File: config.mk
export PLATFORM = sky130hd
export DESIGN_NAME = mux8_rr_arbiter_flat
export DESIGN_NICKNAME = d
export VERILOG_FILES = /design/src/rtl/mux8_rr_arbiter_pkg.sv /design/src/rtl/mux8_rr_arbiter_if.sv /design/src/rtl/MUX8T1_32.sv /design/src/rtl/mux8_rr_arbiter.sv /design/src/flat_wrapper.sv
export SDC_FILE = /design/constraint.sdc
export NUM_CORES = 1
export LEC_CHECK = 0
export CAP_MARGIN = 20
export CORE_MARGIN = 2
export CORE_UTILIZATION = 37
export DETAILED_ROUTE_END_ITERATION = 8
export PLACE_DENSITY_LB_ADDON = 0.05
export SLEW_MARGIN = 20
export SYNTH_ARGS = -nofsm -noshare
export SYNTH_HDL_FRONTEND = slang
export SYNTH_SLANG_ARGS = --single-unit
File: constraint.sdc
create_clock -name clk -period 4.65 [get_ports clk]
set_input_delay 1.1625 -clock clk [delete_from_list [all_inputs] [get_ports clk]]
set_output_delay 1.1625 -clock clk [all_outputs]
set_load 0.01 [all_outputs]
File: src/rtl/mux8_rr_arbiter_pkg.sv
// Shared constants, state encoding and search result type for the round-robin arbiter.
package mux8_rr_arbiter_pkg;

    localparam int unsigned NREQ = 8;
    localparam int unsigned SELW = 3;

    typedef enum logic {
        IDLE = 1'b0,
        BUSY = 1'b1
    } state_t;

    typedef struct packed {
        logic            found;
        logic [SELW-1:0] idx;
    } pick_t;

endpackage

File: src/rtl/mux8_rr_arbiter_if.sv
// Requester/consumer bus of the arbiter: eight request lines and words in, one handshaked word out.
interface mux8_rr_arbiter_if #(
    parameter int unsigned W = 32
) ();
    import mux8_rr_arbiter_pkg::*;

    logic [NREQ-1:0] req;
    logic [W-1:0]    I0;
    logic [W-1:0]    I1;
    logic [W-1:0]    I2;
    logic [W-1:0]    I3;
    logic [W-1:0]    I4;
    logic [W-1:0]    I5;
    logic [W-1:0]    I6;
    logic [W-1:0]    I7;
    logic [NREQ-1:0] ack;
    logic [SELW-1:0] s;
    logic [W-1:0]    o;
    logic            o_valid;
    logic            o_ready;

    // Arbiter side
    modport slave (
        input  req, I0, I1, I2, I3, I4, I5, I6, I7, o_ready,
        output ack, s, o, o_valid
    );

    // Requesters plus consumer side
    modport master (
        output req, I0, I1, I2, I3, I4, I5, I6, I7, o_ready,
        input  ack, s, o, o_valid
    );

endinterface

File: src/rtl/MUX8T1_32.sv
// 8-to-1 word multiplexer selecting one requester word by index.
module MUX8T1_32 #(
    parameter int unsigned W = 32
) (
    input  logic [2:0]   s,
    input  logic [W-1:0] I0,
    input  logic [W-1:0] I1,
    input  logic [W-1:0] I2,
    input  logic [W-1:0] I3,
    input  logic [W-1:0] I4,
    input  logic [W-1:0] I5,
    input  logic [W-1:0] I6,
    input  logic [W-1:0] I7,
    output logic [W-1:0] o
);

    // Pure select, no state
    always_comb begin
        o = I0;
        case (s)
            3'd0:    o = I0;
            3'd1:    o = I1;
            3'd2:    o = I2;
            3'd3:    o = I3;
            3'd4:    o = I4;
            3'd5:    o = I5;
            3'd6:    o = I6;
            3'd7:    o = I7;
            default: o = I0;
        endcase
    end

endmodule

File: src/rtl/mux8_rr_arbiter.sv
// Round-robin arbiter: picks one of eight requesters, registers its word and offers it on valid/ready.
module mux8_rr_arbiter
    import mux8_rr_arbiter_pkg::*;
#(
    parameter int unsigned W = 32
) (
    input  logic               clk,
    input  logic               rst,
    mux8_rr_arbiter_if.slave   bus
);

    state_t          state;
    state_t          state_nx;
    logic [SELW-1:0] ptr;
    logic [SELW-1:0] ptr_nx;
    logic [SELW-1:0] s_q;
    logic [SELW-1:0] sel_nx;
    logic [W-1:0]    o_q;
    logic [W-1:0]    mux_o;
    logic            valid_q;
    logic            valid_nx;
    logic            load;
    logic [NREQ-1:0] ack_c;
    pick_t           pick;

    // First set bit of r at or after start, wrapping modulo NREQ
    function automatic pick_t rr_pick(input logic [NREQ-1:0] r, input logic [SELW-1:0] start);
        pick_t           res;
        logic [SELW-1:0] k;
        res = '0;
        for (int i = 0; i < NREQ; i++) begin
            k = start + SELW'(i);
            if (!res.found && r[k]) begin
                res.found = 1'b1;
                res.idx   = k;
            end
        end
        return res;
    endfunction

    // Data selection follows the next-cycle select so the winner's word is captured at grant
    MUX8T1_32 #(.W(W)) u_mux (
        .s  (sel_nx),
        .I0 (bus.I0),
        .I1 (bus.I1),
        .I2 (bus.I2),
        .I3 (bus.I3),
        .I4 (bus.I4),
        .I5 (bus.I5),
        .I6 (bus.I6),
        .I7 (bus.I7),
        .o  (mux_o)
    );

    // Next state, grant search and same-cycle acknowledge
    always_comb begin
        state_nx = state;
        ptr_nx   = ptr;
        sel_nx   = s_q;
        valid_nx = valid_q;
        load     = 1'b0;
        ack_c    = '0;
        pick     = '0;
        case (state)
            IDLE: begin
                pick = rr_pick(bus.req, ptr);
                if (pick.found) begin
                    sel_nx   = pick.idx;
                    load     = 1'b1;
                    valid_nx = 1'b1;
                    state_nx = BUSY;
                end
            end
            BUSY: begin
                if (bus.o_ready) begin
                    ack_c  = NREQ'(1) << s_q;
                    ptr_nx = s_q + SELW'(1);
                    // Mask the index just served so a persistent requester cannot win twice in a row
                    pick   = rr_pick(bus.req & ~(NREQ'(1) << s_q), s_q + SELW'(1));
                    if (pick.found) begin
                        sel_nx = pick.idx;
                        load   = 1'b1;
                    end else begin
                        valid_nx = 1'b0;
                        state_nx = IDLE;
                    end
                end
            end
            default: begin
                state_nx = IDLE;
            end
        endcase
        // A word dropped by reset is never acknowledged
        if (rst) begin
            ack_c = '0;
        end
    end

    // State, pointer and output registers
    always_ff @(posedge clk) begin
        if (rst) begin
            state   <= IDLE;
            ptr     <= '0;
            s_q     <= '0;
            o_q     <= '0;
            valid_q <= 1'b0;
        end else begin
            state   <= state_nx;
            ptr     <= ptr_nx;
            s_q     <= sel_nx;
            valid_q <= valid_nx;
            if (load) begin
                o_q <= mux_o;
            end
        end
    end

    assign bus.ack     = ack_c;
    assign bus.s       = s_q;
    assign bus.o       = o_q;
    assign bus.o_valid = valid_q;

endmodule

File: src/flat_wrapper.sv
// flat-port wrapper written by rule: the top's interface ports become plain ports
module mux8_rr_arbiter_flat import mux8_rr_arbiter_pkg::*;
#(
    parameter int unsigned W = 32
)
  (clk, rst, bus_req, bus_I0, bus_I1, bus_I2, bus_I3, bus_I4, bus_I5, bus_I6, bus_I7, bus_o_ready, bus_ack, bus_s, bus_o, bus_o_valid);
  mux8_rr_arbiter_if #(.W(W)) bus_i ();
  input  logic clk;
  input  logic rst;
  input wire logic [$bits(bus_i.req)-1:0] bus_req;
  input wire logic [$bits(bus_i.I0)-1:0] bus_I0;
  input wire logic [$bits(bus_i.I1)-1:0] bus_I1;
  input wire logic [$bits(bus_i.I2)-1:0] bus_I2;
  input wire logic [$bits(bus_i.I3)-1:0] bus_I3;
  input wire logic [$bits(bus_i.I4)-1:0] bus_I4;
  input wire logic [$bits(bus_i.I5)-1:0] bus_I5;
  input wire logic [$bits(bus_i.I6)-1:0] bus_I6;
  input wire logic [$bits(bus_i.I7)-1:0] bus_I7;
  input wire logic [$bits(bus_i.o_ready)-1:0] bus_o_ready;
  output wire logic [$bits(bus_i.ack)-1:0] bus_ack;
  output wire logic [$bits(bus_i.s)-1:0] bus_s;
  output wire logic [$bits(bus_i.o)-1:0] bus_o;
  output wire logic [$bits(bus_i.o_valid)-1:0] bus_o_valid;
  assign bus_i.req = bus_req;
  assign bus_i.I0 = bus_I0;
  assign bus_i.I1 = bus_I1;
  assign bus_i.I2 = bus_I2;
  assign bus_i.I3 = bus_I3;
  assign bus_i.I4 = bus_I4;
  assign bus_i.I5 = bus_I5;
  assign bus_i.I6 = bus_I6;
  assign bus_i.I7 = bus_I7;
  assign bus_i.o_ready = bus_o_ready;
  assign bus_ack = bus_i.ack;
  assign bus_s = bus_i.s;
  assign bus_o = bus_i.o;
  assign bus_o_valid = bus_i.o_valid;
  mux8_rr_arbiter #(.W(W)) u_core (.clk(clk), .rst(rst), .bus(bus_i));
endmodule
# == Yosys cells after proc, flatten, opt, wreduce, memory -nomap -nowiden ==
# Cells that the tools add are included.
# word_totals
regBits,40
latch_bits,0
mem_bits_rw,0
romBits,0
inputBits,267
output_inout_bits,44
wordCells,171
mem_count,0
# classes
addsub,15
mul,0
div,0
order_cmp,16
n_eq_ne,10
n_shift,1
n_mux,90
n_bitwise,3
reduce_logical,31
# op_table
operator,n
case mux 32 bit (8 select lines),1
two-way mux 4 bit,40
"< comparator 3 x 4 -> 1 bit, second input constant",16
binary-select mux 1 bit (select 3 bit),16
"adder 3 bit, second input constant",8
two-way mux 8 bit,3
two-way mux 1 bit,23
logical AND 1 bit,14
logical NOT 1 bit,14
"adder 3 x 2 -> 3 bit, second input constant",4
"== test 3 bit, second input constant",4
"adder 3 x 1 -> 3 bit, second input constant",3
two-way mux 3 bit,3
AND 8 bit,1
NOT 8 bit,1
"<< shifter 1 x 3 -> 8 bit, first input constant",1
"== test 3 x 2 -> 1 bit, second input constant",2
"inequality test 2 bit, second input constant",3
case mux 1 bit (2 select lines),3
case mux 3 bit (2 select lines),1
"== test 3 x 1 -> 1 bit, second input constant",1
logical NOT 3 bit,1
AND reduction 3 bit,1
AND reduction 2 bit,1
NOT 1 bit,1

# == Depth between registers and ports, before layout ==
# Gate-level depths: netlist of run 1.
# depth
ltp_word,48
depth_mapped,20
depth_no_buf,14

# == By module ==
# Synthesis of run 1 repeated with hierarchy kept, for this count alone.
# unflattened
hier_cells,761
hier_area_um2,6168.4
# by_module_without_submodules
mod,n_inst,cells_each,area_per_inst_um2,seq_area_each_um2
mux8_rr_arbiter,1,455,3923.8,800.8
MUX8T1_32,1,306,2244.7,0.0

# == Worst setup path before layout of run 1 ==
# OpenSTA, ideal clock, no wires.
# synth_timing
path_type,flip-flop to flip-flop
from,"register u_core.s_q[0], in the netlist u_core.bus.s[0]"
to,"register u_core.o_q[15], in the netlist u_core.bus.o[15]"
setup_time_ns,0.142
t_arrival_ns,4.369
required_ns,4.508
slack_ns,0.139
path_stages_with_launch,17
path_buffers,3
synth_period_minus_slack_ns,4.511
cell_sequence,dfxtp_1 -> buf_6 -> inv_2 -> ha_1 -> buf_2 -> xnor2_2 -> mux4_2 -> a211oi_2 -> or3b_4 -> or3_1 -> nand4_2 -> a41o_2 -> nand2_2 -> buf_6 -> mux2_4 -> a221oi_2 -> a311oi_1
# synth_between
elab_chain_len,48
elab_cells_between_ends,81
classes_between,add/sub (8); eq/ne (7); shift (1); mux (48); bitwise (2); reduce/logical (15)
# synth_rtl
element,line_no,rtl
from (decl),mux8_rr_arbiter.sv:16,logic [SELW-1:0] s_q;
from (signal assigned),mux8_rr_arbiter.sv:110,s_q <= sel_nx;
branches (longest 48 deep; another with adder 3 x 1 -> 3 bit),--,
to (signal assigned),mux8_rr_arbiter.sv:113,o_q <= mux_o;
to (decl),mux8_rr_arbiter.sv:18,logic [W-1:0] o_q;
# Parallel ways; which one is timed is not known. The select of a mux whose other input is x is not followed.
# A chain may end at the register's enable or synchronous reset.

# == Final worst setup path of run 1 ==
# layout_timing
from,input port bus_req[6]
to,"register u_core.o_q[21], in the netlist u_core.bus.o[21]"
# layout_between
elab_chain_len,46
elab_cells_between_ends,118
classes_between,eq/ne (7); mux (81); bitwise (1); reduce/logical (29)
# layout_rtl
element,line_no,rtl
from (decl),flat_wrapper.sv:10,input wire logic [$bits(bus_i.req)-1:0] bus_req;
AND 8 bit,mux8_rr_arbiter.sv:79,"pick = rr_pick(bus.req & ~(NREQ'(1) << s_q), s_q + SELW'(1));"
binary-select mux 1 bit (select 3 bit),mux8_rr_arbiter.sv:33,if (!res.found && r[k]) begin
two-way mux 1 bit (implied by the code),mux8_rr_arbiter.sv:33,
two-way mux 4 bit,mux8_rr_arbiter.sv:33,
two-way mux 4 bit,mux8_rr_arbiter.sv:75,if (bus.o_ready) begin
two-way mux 4 bit,mux8_rr_arbiter.sv:64,case (state)
logical NOT 1 bit,mux8_rr_arbiter.sv:33,
logical AND 1 bit,mux8_rr_arbiter.sv:33,
(+30 left out),--,
two-way mux 4 bit,mux8_rr_arbiter.sv:33,
two-way mux 4 bit,mux8_rr_arbiter.sv:75,
two-way mux 4 bit,mux8_rr_arbiter.sv:64,
two-way mux 3 bit,mux8_rr_arbiter.sv:80,if (pick.found) begin
two-way mux 3 bit,mux8_rr_arbiter.sv:75,
case mux 3 bit (2 select lines),mux8_rr_arbiter.sv:64,
== test 3 bit (tied with other cells),MUX8T1_32.sv:20,case (s)
case mux 32 bit (8 select lines),MUX8T1_32.sv:20,
# Parallel ways exist; a longest one is shown, timed or not. The select of a mux whose other input is x is not followed.

==> out/results.ini, run 1 <==
[clock_tree]
clkSinkCount=40
clk_pin_slew_ps=70
clock_latency_ps=300
clk_path_buf_depth=2
cts_max_level=2
numCtsBuffers=5
cts_tree=built
cts_hold_buf=0
cts_root_buffer=clkbuf_16

[worst_setup_path]
path_max_fanout=6
cp_slowest_cell=mux4_2
cp.required_ps=4880
critPathLaunchType=input pin
worstPathArrival_ps=4680
critPathTopFamily=simple AND/OR/NAND/NOR gates
crit_path_end_kind=flip-flop
path_class=input pin to flip-flop
cp_slowest_stage_delay_ps=500
crit_top_cell=buf_4
path_buf_inv=4
crit_chain=dlygate4sd2_1 -> a21boi_4 -> a21bo_2 -> mux4_2 -> a211oi_2 -> or3b_4 -> or3_4 -> nand4_4 -> a41o_4 -> nand2_4 -> bufbuf_16 -> buf_4 -> nor3_2 -> buf_4 -> a22oi_2 -> a31oi_1

[synth]
synth_area_um2=5749
syn_inst=737
syn_avg_cell_area_um2=7.801
synth.distinct_cells=83
yosysSeqAreaShare_pct=13.93
syn_nets=1014
async_flop_share_pct=0
yosysWarnings=0
synth-seq-cells=40
synth_edf_count=0
ys.flop_type=dfxtp_1

[grt]
grt_pass1_wl_um=41550
grt_pass1_vias=7567
grt_overflow=0
antenna_found_initial=0
grt_usage_pct=32.06
grt_max_degree=41

[timing]
worst_pin_slew_ps=666.9
slew_headroom_pct=55.39
final-hold-violation-count=0
holdWs_ps=490.1
period_share_pct=95.67
period_minus_slack_ps=4449
drv_slew=0
rsz0062_at_grt=false
timing.fmax_mhz=224.8
setup_violations=0
fin_skew_ps=7.075

[die]
rows=45
start_util_pct=37.82
die-area_um2=16550
core-area_um2=15200
die_w_um=128.7
io_pins=311
die_y_um=128.7

[drt]
viasPerCell=5.863
wl_um=27870
vias=7803
drt_iter0_drc=466
drc=0
wl_per_cell_um=20.94
dr.pass1.iters=5
ant_nets=0

[placed_design]
port-buffer-count=310
routabilityCongestion=0.9601
hpwl_um=22230

[final_layout]
final_core_utilization_pct=68.29
nets=1419
num_antenna_cells=0
drive_gt1_share_pct=24.50
syn_to_final_growth_pct=80.57

[power]
power.density_nw_per_um2=431.8
p_leak_nw=4.243
irDropWorstVdd_uv=196.6

[min_path]
hold_path_class=flip-flop to flip-flop

[outcome]
status=completed

[flow_run]
drv_cap=0

-- worst min-delay path, stage by stage, from the launching register on --
cell	delay, ps
dfxtp_1	320
o21ai_0	70
a21oi_1	60
-- through the flow --
| step | cell area, um^2 | std cells | power (mW) | setup WS [ps] | TNS, ps |
|---|---|---|---|---|---|
| 6_report | 10380 | 1331 | 4.483 | 201.5 | 0 |
| 2_1_floorplan | 5749 | 737 | 2.378 | 139.0 | 0 |
| 4_1_cts | 10240 | 1330 | 4.354 | 3.713 | 0 |
| 3_3_place_gp | 9864 | 1317 | 3.787 | -510.2 | -13850 |
| 5_1_grt | 10380 | 1331 | 4.730 | 69.88 | 0 |
| 3_5_place_dp | 9864 | 1317 | 3.782 | -624.0 | -14210 |
-- cell usage in the layout, fill, tap and decap left out, types with 11 or more instances in the layout --
master           instances
a31o_2                  13
mux2_2                  29
a221oi_1                15
nand3_1                 30
buf_4                  144
a211oi_1                20
nand2_1                 61
and3_1                  15
a22oi_1                 11
clkdlybuf4s50_1        301
mux2i_1                 35
nor2_1                  58
nor3_1                  11
a21oi_1                 49
mux4_2                  19
o21ai_0                 43
o22ai_1                 13
dfxtp_1                 40
a21o_1                  13
inv_1                   16
-- worst paths after layout --
check                     startpoint                  to  slack, ps  depth (start not counted)
hold / removal    u_core.bus.o_valid  u_core.bus.o_valid        490                          2
hold reg to reg   u_core.bus.o_valid  u_core.bus.o_valid        490                          2
setup reg to reg     u_core.bus.s[1]    u_core.bus.o[21]        270                         17
setup / recovery          bus_req[6]    u_core.bus.o[21]        200                         16
-- final cells by class --
class | instances | area, um^2
clock inverter | 2 | 38.79
clock buffer | 6 | 138.9
fill | 1302 | 4821
sequential | 40 | 800.8
multi-input combinational | 616 | 4778
timing repair buffer | 461 | 4322
inverter | 18 | 67.56
tap | 188 | 235.2
-- report_power, final --
part           switching, mW  internal [mW]  total, mW
combinational           1.76           1.79       3.54
sequential            0.0624          0.437      0.500
clock                  0.170          0.270      0.440
-- routing by layer --
layer	vias up	global-route usage, %	share of wire (%)
met2	333	57.73	51
li1	3703	-	-
met4	0	8.376	2.3
met5	-	0	0
met3	41	6.195	6.9
met1	3726	39.07	40
-- what timing repair did --
| item | CTS | global route |
|---|---|---|
| pin swaps | 7 | 11 |
| buffers inserted | 4 | 1 |
| cloned | 1 | 0 |
| resized for setup | 28 | 32 |
| endpoints found under the setup margin | 31 | 32 |
-- logic make-up (layout without fill, tap and decap cells) --
logic type / count (synthesis) / after routing / synth area share (%)
flops: 40 / 40 / 13.93
fa+ha+maj: 10 / 10 / 2.176
simple gates: 218 / 218 / 18.37
mux: 88 / 88 / 20.41
compound gates: 292 / 292 / 36.41
buf+inv: 81 / 487 / 7.356
xor+xnor: 8 / 8 / 1.349
-- cell usage after synthesis, types with 5 or more instances --
cell | count | share of area [%]
mux2_2 | 29 | 5.7
dfxtp_1 | 40 | 14
o22ai_1 | 14 | 1.5
a311oi_1 | 5 | 0.76
nand2_1 | 61 | 4.0
a221o_1 | 7 | 1.2
o211ai_1 | 5 | 0.65
a22o_1 | 9 | 1.4
o21a_1 | 7 | 0.91
a221oi_1 | 16 | 2.4
a21o_1 | 14 | 1.8
o221ai_1 | 6 | 0.91
a211oi_1 | 22 | 2.9
a22oi_1 | 12 | 1.6
inv_1 | 16 | 1.0
buf_6 | 9 | 1.8
o2bb2ai_1 | 6 | 0.91
nand3_1 | 32 | 2.8
xor2_1 | 5 | 0.76
a32oi_1 | 6 | 0.91
nor3_1 | 13 | 1.1
and3_1 | 16 | 1.7
clkbuf_1 | 29 | 1.9
ha_1 | 10 | 2.2
mux4_2 | 19 | 7.4
and2_1 | 5 | 0.54
o21ai_0 | 46 | 4.0
a31oi_1 | 9 | 0.98
buf_2 | 20 | 1.7
mux2i_1 | 37 | 6.4
a21oi_1 | 51 | 4.4
nor2_1 | 61 | 4.0
a31o_2 | 13 | 2.0
-- state kept, by name, indices dropped and copies added (netlist names) --
register and cells:
u_core.ptr 3, u_core.bus.o 32, u_core.state 1, u_core.bus.o_valid 1, u_core.bus.s 3
(Power assumes the default switching activity.)
==> run 2, diff against run 1 <==
--- a/config.mk
+++ b/config.mk
@@ -8,6 +8,7 @@
 export CAP_MARGIN = 20
 export CORE_MARGIN = 2
 export CORE_UTILIZATION = 37
+export CTS_CLUSTER_SIZE = 20
 export DETAILED_ROUTE_END_ITERATION = 8
 export PLACE_DENSITY_LB_ADDON = 0.05
 export SLEW_MARGIN = 20
==> results of run 2 <==
Same layout as run 1: the final DEF is identical, and so are final timing and power.
==> run 3, diff against run 2 <==
--- a/config.mk
+++ b/config.mk
@@ -8,9 +8,11 @@
 export CAP_MARGIN = 20
 export CORE_MARGIN = 2
 export CORE_UTILIZATION = 37
+export CTS_BUF_LIST = sky130_fd_sc_hd__clkbuf_16
 export CTS_CLUSTER_SIZE = 20
 export DETAILED_ROUTE_END_ITERATION = 8
 export PLACE_DENSITY_LB_ADDON = 0.05
+export SKIP_LAST_GASP = 1
 export SLEW_MARGIN = 20
 export SYNTH_ARGS = -nofsm -noshare
 export SYNTH_HDL_FRONTEND = slang
==> run 3 against run 2 <==
  * Clock power shrank 4%
  * Worst hold slack improved by 1.9 ps
  * First-iteration DRC count is 5.4% higher
  * Global-route usage did not move
  * Clock-buffer cell count is 1 lower
  * Largest power group unchanged
  * Die area unchanged
  * Highest routed layer unchanged
  * Final area barely moved
  * Fmax shrank 0.13%
==> out/results.ini, run 3 (synthesized netlist as in run 1, its figures left out) <==
[outcome]
status=completed

[clock_tree]
clock_latency_ps=300
clk_path_buf_depth=2
clk_pin_slew_ps=70
numCtsBuffers=5
cts_hold_buf=0
cts_root_buffer=clkbuf_16
cts_tree=built
cts_max_level=2
clkSinkCount=40

[timing]
worst_slack_ps=195.6
period_share_pct=95.79
slew_headroom_pct=55.51
fin_skew_ps=5.557
worst_pin_slew_ps=665.1
setup_violations=0
final-hold-violation-count=0
period_minus_slack_ps=4454
timing.fmax_mhz=224.5
drv_slew=0
rsz0062_at_grt=false

[worst_setup_path]
critPathLaunchType=input pin
crit_path_end_kind=flip-flop
cp.required_ps=4880
timing.reg2reg.worst_path_depth=17
reg2reg_to=u_core.bus.o[21]
crit_start=bus_req[6]
path_max_fanout=6
crit_chain=dlygate4sd2_1 -> a21boi_4 -> a21bo_2 -> mux4_2 -> a211oi_2 -> or3b_4 -> or3_4 -> nand4_4 -> a41o_4 -> nand2_4 -> bufbuf_16 -> buf_4 -> nor3_2 -> buf_4 -> a22oi_2 -> a31oi_1
path_class=input pin to flip-flop
rrSetupSlack_ps=260
crit_top_cell=buf_4
cp_slowest_stage_delay_ps=500
rr_startpoint=u_core.bus.s[1]
cp_slowest_cell=mux4_2
worstPathArrival_ps=4680

[min_path]
hold_path_class=flip-flop to flip-flop
hold_depth=2
min_from=u_core.bus.o[25]
whs_endpoint=u_core.bus.o[25]

[drt]
drt_iter0_drc=491
viasPerCell=5.871
drc=0
vias=7814
wl_um=27870
dr.pass1.iters=5
ant_nets=0
wl_per_cell_um=20.94

[final_layout]
multiInputGateArea_um2=4778
drive_gt1_share_pct=24.41
final-seq-area_um2=800.8
layout_commonest_cell=clkdlybuf4s50_1
most-common-layout-cells=301 x clkdlybuf4s50_1, 144 x buf_4, 61 x nand2_1, 58 x nor2_1, 49 x a21oi_1
final_core_utilization_pct=68.22
syn_to_final_growth_pct=80.39
nets=1419
n_fill_cell=1307
final_cells=1331
num_antenna_cells=0
largest_register_ffs=32

[power]
seqPwrFrac_pct=11.2
switchingPower_mw=1.990
p_leak_nw=4.238
switching_share_pct=44.55
finalPower_mw=4.467
p_comb_share_pct=79.4
p_clk_share_pct=9.5
intPower_mw=2.477
irDropWorstVdd_uv=196.8
power.density_nw_per_um2=430.7

[die]
die_w_um=128.7
rows=45
die-area_um2=16550
die_y_um=128.7
core-area_um2=15200
io_pins=311
start_util_pct=37.82

[placed_design]
place_ws_ps=-624.0
dp.cells=1317
routabilityCongestion=0.9601
hpwl_um=22230
port-buffer-count=310

[grt]
grt_pass1_wl_um=41540
grt_overflow=0
grt_max_degree=41
grt_usage_pct=32.06
antenna_found_initial=0
grt_pass1_vias=7560

[flow_run]
drv_cap=0

run 3: changes by cell type in the layout (fill, tap and decap cells not counted), sizes merged:
cell,previous run,this run
clkbuf,6,5
clkinv,2,3
run 3: worst max path at each step:
stage,endpoint,slack (ps)
after floorplan,u_core.bus.o[15],140
after global placement,u_core.bus.o[27],-510
after detailed placement,u_core.bus.o[27],-620
after CTS,u_core.bus.o[0],4
after global routing,u_core.bus.o[23],70
final,u_core.bus.o[21],200
run 3: power by group through the flow:
stage          clock network (mW)  registers [mW]  logic (mW)
6_report                    0.422           0.499        3.55
3_3_place_gp                    0           0.501        3.29
4_1_cts                     0.425           0.497        3.42
2_1_floorplan                   0           0.539        1.84
3_5_place_dp                    0           0.502        3.28
5_1_grt                     0.434           0.507        3.77
run 3: layout make-up:
class | instances | share of cell area, %
Multi-Input combinational cell | 616 | 46.07
Timing Repair Buffer | 461 | 41.67
Sequential cell | 40 | 7.721
Tap cell | 188 | 2.268
Clock buffer | 5 | 1.206
Inverter | 18 | 0.6515
Clock inverter | 3 | 0.4102
run 3: metal layers:
| metal | global-route usage [%] | vias to the layer above | routed length, um |
|---|---|---|---|
| li1 | - | 3698 | - |
| met1 | 39.09 | 3730 | 11040 |
| met2 | 57.70 | 342 | 14180 |
| met3 | 6.195 | 44 | 1983 |
| met4 | 8.376 | 0 | 677 |
| met5 | 0 | - | 0 |
run 3: per-stage QoR:
| step | TNS [ps] | area (um^2) | hold slack (ps) |
|---|---|---|---|
| 2_1_floorplan | 0 | 5749 | 489.5 |
| 3_3_place_gp | -13850 | 9864 | 469.5 |
| 3_5_place_dp | -14210 | 9864 | 479.2 |
| 4_1_cts | 0 | 10230 | 489.4 |
| 5_1_grt | 0 | 10370 | 510.9 |
| 6_report | 0 | 10370 | 492.0 |
run 3: worst max-delay path: cells and delay by family:
family | cells | cell delay (ps)
buffers and inverters | 4 | 860
AND/OR/NAND/NOR | 5 | 1120
multiplexers | 1 | 500
AO/OA/AOI/OAI | 6 | 1040
run 3: repair_timing:
action,CTS,global route
gates cloned,1,0
endpoints found under the setup margin,31,32
resized for setup,28,32
pin swaps,7,11
setup buffers,4,1
